--- src/rtl/fetch_pkg.sv ---
// Shared types for the instruction fetch stage: PC, instruction and the
// {pc, instr} entry carried through the fetch buffer.
package fetch_pkg;

    localparam int PC_W    = 12;
    localparam int INSTR_W = 9;

    typedef logic [PC_W-1:0]    pc_t;
    typedef logic [INSTR_W-1:0] instr_t;

    typedef struct packed {
        pc_t    pc;
        instr_t instr;
    } fetch_entry_t;

endpackage

--- src/rtl/fetch_fifo.sv ---
// Circular FIFO of fetch entries with synchronous clear. The caller guarantees
// no push when full and no pop when empty.
module fetch_fifo
    import fetch_pkg::*;
#(
    parameter int DEPTH = 2,
    localparam int CNT_W = $clog2(DEPTH + 1),
    localparam int PTR_W = $clog2(DEPTH)
) (
    input  logic             clk,
    input  logic             reset,
    input  logic             push,
    input  logic             pop,
    input  logic             clear,
    input  fetch_entry_t     wdata,
    output fetch_entry_t     head,
    output logic [CNT_W-1:0] count
);

    fetch_entry_t     mem [DEPTH];
    logic [PTR_W-1:0] rd_ptr;
    logic [PTR_W-1:0] wr_ptr;

    function automatic logic [PTR_W-1:0] next_ptr(input logic [PTR_W-1:0] p);
        return (p == PTR_W'(DEPTH - 1)) ? '0 : p + PTR_W'(1);
    endfunction

    always_ff @(posedge clk or negedge reset) begin
        if (!reset) begin
            // NOTE: storage is reset too, so the head reads as zero out of reset
            // rather than X; with DEPTH this small the cost is negligible.
            for (int i = 0; i < DEPTH; i++) mem[i] <= '0;
            rd_ptr <= '0;
            wr_ptr <= '0;
            count  <= '0;
        end else if (clear) begin
            rd_ptr <= '0;
            wr_ptr <= '0;
            count  <= '0;
        end else begin
            if (push) begin
                mem[wr_ptr] <= wdata;
                wr_ptr      <= next_ptr(wr_ptr);
            end
            if (pop) rd_ptr <= next_ptr(rd_ptr);
            count <= count + CNT_W'(push) - CNT_W'(pop);
        end
    end

    assign head = mem[rd_ptr];

endmodule

--- src/rtl/fetch_buffer.sv ---
// Fetch stage: issues ROM reads from the PC, pairs each returned instruction
// with its PC, buffers it for decode, holds the PC when full and flushes on jumps.
module fetch_buffer
    import fetch_pkg::*;
#(
    parameter int D     = PC_W,
    parameter int W     = INSTR_W,
    parameter int DEPTH = 2
) (
    input  logic         clk,
    input  logic         reset,
    input  logic [D-1:0] prog_ctr,
    input  logic         flush,
    output logic [D-1:0] imem_addr,
    output logic         imem_en,
    input  logic [W-1:0] imem_rdata,
    output logic         out_valid,
    input  logic         out_ready,
    output logic [W-1:0] out_instr,
    output logic [D-1:0] out_pc,
    output logic         pc_hold
);

    localparam int CNT_W = $clog2(DEPTH + 1);
    localparam int OCC_W = $clog2(DEPTH + 2);

    logic [CNT_W-1:0] count;
    logic [OCC_W-1:0] occupancy;
    logic             inflight;
    pc_t              pc_q;
    logic             pop;
    logic             push;
    fetch_entry_t     push_entry;
    fetch_entry_t     head;

    assign out_valid = (count != '0);
    assign pop       = out_valid & out_ready;

    // Slots committed after this cycle: buffered plus the read returning now,
    // minus the entry decode takes this cycle.
    assign occupancy = OCC_W'(count) + OCC_W'(inflight) - OCC_W'(pop);
    assign pc_hold   = !flush && (occupancy >= OCC_W'(DEPTH));
    assign imem_en   = !pc_hold;
    assign imem_addr = prog_ctr;

    // A return during a jump belongs to the old path and is dropped.
    assign push       = inflight & !flush;
    assign push_entry = '{pc: pc_q, instr: imem_rdata};

    always_ff @(posedge clk or negedge reset) begin
        if (!reset) begin
            inflight <= 1'b0;
            pc_q     <= '0;
        end else begin
            // NOTE: sequential state uses non-blocking assignment so every
            // register samples the pre-edge values of its neighbours.
            inflight <= imem_en & !flush;
            if (imem_en) pc_q <= prog_ctr;
        end
    end

    fetch_fifo #(.DEPTH(DEPTH)) u_fifo (
        .clk   (clk),
        .reset (reset),
        .push  (push),
        .pop   (pop),
        .clear (flush),
        .wdata (push_entry),
        .head  (head),
        .count (count)
    );

    assign out_instr = head.instr;
    assign out_pc    = head.pc;

endmodule
--- config.mk ---
export PLATFORM = sky130hd
export DESIGN_NAME = fetch_buffer
export DESIGN_NICKNAME = d
export VERILOG_FILES = /design/src/rtl/fetch_pkg.sv /design/src/rtl/fetch_fifo.sv /design/src/rtl/fetch_buffer.sv
export SDC_FILE = /design/constraint.sdc
export NUM_CORES = 1
export LEC_CHECK = 0
export CAP_MARGIN = 30
export CORE_MARGIN = 2
export CORE_UTILIZATION = 53
export DETAILED_ROUTE_END_ITERATION = 6
export GPL_TIMING_DRIVEN = 1
export PLACE_DENSITY = 0.93
export REMOVE_ABC_BUFFERS = 1
export SLEW_MARGIN = 10
export SYNTH_ARGS = -nofsm -noshare
export SYNTH_HDL_FRONTEND = slang
export SYNTH_SLANG_ARGS = --single-unit
--- constraint.sdc ---
create_clock -name clk -period 5.9 [get_ports clk]
set_input_delay 0.885 -clock clk [delete_from_list [all_inputs] [get_ports clk]]
set_output_delay 0.885 -clock clk [all_outputs]
set_load 0.005 [all_outputs]
==> impl_results.md <==
* Fillers at 348
* Min Hold Slack at 0.498 ns
* Post-layout util at 71.4%
* Sw Ratio at 27.8%
* VDD IR max at 0.289 mV
* Hold_buf cts at 0
* Setup Buffers After CTS at 0
* CORE AREA at 4750 µm²
* Area Overhead vs Synth at 28.5%
* Root Driver: clkbuf_8
* CTS tree: yes
* Clk pwr share at 16.2%
* Vias in the first global route at 1,633
* Antenna diodes at 0
* Combinational family with the most area after synthesis: multiplexers
* Worst slew pin tran at 0.719 ns
* Synth cell types at 17
* Leakage at 1.45 nW
* Global placement routability congestion at 0.675
* Slew headroom at 52.1%
* FMAX at 254 MHz
* Syn Inst Count at 176
* Clock sinks at 59
* Slew Viols, Final at 0
* Vias at 1,503
* Net Sw Power at 0.000502 W
* Fin nets at 259
* Worst setup SP type: primary input
* # port buffers at 60
* Max Cap Viol at 0
* Initial antenna violation count at 0
* List of most frequent post-synthesis cells: mux2_2 (67), dfrtp_1 (59), buf_4 (12)
* Total power per unit cell area at 531 nW/µm²
* Seq cells post-synth at 59
* DRT Pass-1 Iters at 2
* Seq/Total Area, Yosys at 55.9%
* First-pass GRT wire length at 7.36 mm
* DRC violation count after routing at 0
* Die outline height at 74.6 µm
* Post-synth ARST share at 100%
* Dominant cell type by area after synthesis: dfrtp_1
* Post-Synth Adder-Cell Area at 0.947%
* Syn avg cell area at 15.0 µm²
* Clock Path Buffers at 2
* H-tree depth at 3
* Starting density of the core at 55.6%
* DIE WIDTH at 74.6 µm
* Multiplexer area fraction after synthesis at 33.1%
* Hold Fails Final Rpt at 0
* Initial DRC count at 46
* Layout cells sized above 1 at 40.6%
* Share of power burned in registers at 39.3%
* Combinational power share at 44.5%
* Wirelength, routed at 4.76 mm
* Vias/cell at 4.99
* Synth Area in XOR/XNOR at 1.94%
* Crit-path max FO at 14
* Final ANT Viol Nets at 0
* Clock Latency Late Sink at 0.32 ns
* Worst min-delay path class: reg2reg
* Post-synth EDFFs at 0
* Post-route setup TNS at 0 ns
* Most numerous cell in the Yosys netlist: mux2_2
* Cts bufs inserted at 9
* Final HPWL DP at 3.20 mm
* Final Setup Violations at 0
* Compound-gate portion of the synthesized area at 0%
* Minimum clock period at 3.94 ns
* I/O pin count at 61
* Data arrival time of the worst path at 3.06 ns
* Largest net degree at the start of global routing at 60
* GR Overflow Total at 0
* Top_reg_cell synth: dfrtp_1
* Post-CTS sizing at 0
* Final worst path period share at 66.8%
* Total Routing Usage GR at 18.2%
* Clock Pin Slew Worst Setup and Hold Paths at 0.06 ns
* Required @ worst endpoint at 5.02 ns
* Post-DR wirelength/cell at 15.8 µm
* P_int at 0.00130 W
* Row Count at 25
* CP endpoint kind: output pin
* Synth top area cells: dfrtp_1 (56%), mux2_2 (29%), mux2_4 (4.5%), buf_4 (3.4%), xnor2_1 (1.3%)
* Die area at 5560 µm²
* Layout Skew at 0.00754 ns
* Post-Syn Area at 2640 µm²
* CP Class: in2out
* RSZ-0062 raised after global routing: no
* Simple-gate portion of the synthesized area at 2.37%
* Ys Warns at 0
* Post-synth top area share at 55.9%
* Status: complete, no violations
-- cell usage in the layout (no fill, tap or decap), drive strengths merged --
cell type | Yosys | layout
or2 | 1 | 1
nor2b | 4 | 4
clkdlybuf4s50 | 0 | 59
nor2 | 4 | 4
ha | 2 | 2
nand2 | 1 | 1
buf | 20 | 6
clkbuf | 0 | 13
inv | 3 | 3
and2 | 1 | 1
mux2 | 75 | 75
xnor2 | 4 | 4
xor2 | 1 | 1
dfrtp | 59 | 59
nand2b | 1 | 1
-- final timing paths --
check	start	end	slack [ns]	depth (start not counted)
max	out_ready	pc_hold	1.96	8
min in group asynchronous	reset	u_fifo.mem[1]	0.71	2
min	u_fifo.mem[1]	u_fifo.mem[1]	0.50	1
max in group asynchronous	reset	pc_q[9]	4.72	2
max reg2reg	u_fifo.count[1]	pc_q[8]	3.48	8
min reg2reg	u_fifo.mem[1]	u_fifo.mem[1]	0.50	1
-- power groups by stage --
stage                     clock network, W  registers, W  logic (W)
after floorplan                          0      0.000680   0.000464
after global placement                   0      0.000710   0.000763
after detailed placement                 0      0.000723   0.000790
after CTS                         0.000298      0.000716   0.000798
after global routing              0.000316      0.000730   0.000869
final                             0.000291      0.000709   0.000802
-- worst max-delay path, stage by stage --
cell	delay [ns]
clkdlybuf4s50_1	0.45
and2_1	0.15
ha_1	0.24
nand2b_1	0.16
xnor2_1	0.19
nor2b_2	0.17
buf_4	0.26
clkdlybuf4s50_1	0.55
-- registers in the layout (all words and copies together) (netlist names) --
register       count
u_fifo.rd_ptr      1
u_fifo.wr_ptr      1
u_fifo.mem        42
inflight           1
u_fifo.count       2
pc_q              12
-- through the flow --
| step | cell area (µm²) | cells | setup slack (ns) | total power [W] |
|---|---|---|---|---|
| after floorplan | 2500 | 156 | 2.36 | 0.00114 |
| after detailed placement | 3220 | 286 | 1.98 | 0.00151 |
| after CTS | 3360 | 299 | 1.95 | 0.00181 |
| after global placement | 3200 | 285 | 2.00 | 0.00147 |
| final | 3390 | 301 | 1.96 | 0.00180 |
| after global routing | 3390 | 301 | 1.85 | 0.00191 |
-- layout make-up --
| type | instances | area [µm²] | area share (%) |
|---|---|---|---|
| multi-input combinational | 94 | 1020 | 30.0 |
| inverter | 3 | 11.3 | 0.332 |
| timing repair buffer | 65 | 656 | 19.3 |
| sequential | 59 | 1480 | 43.5 |
| tap | 67 | 83.8 | 2.47 |
| clock buffer | 13 | 149 | 4.39 |
-- cell families (layout without fill, tap and decap cells) --
family / Yosys count / count (layout)
mux: 75 / 75
buf+inv: 23 / 81
flops: 59 / 59
simple gates: 12 / 12
xor+xnor: 5 / 5
fa+ha+maj: 2 / 2
-- metal layers --
metal / GRT usage [%] / wire length [µm] / vias up
li1: - / - / 708
met1: 20.4 / 2040 / 745
met2: 31.9 / 2410 / 44
met3: 4.61 / 243 / 6
met4: 9.72 / 61 / 0
met5: 0 / 0 / -
(Power assumes the default switching activity.)
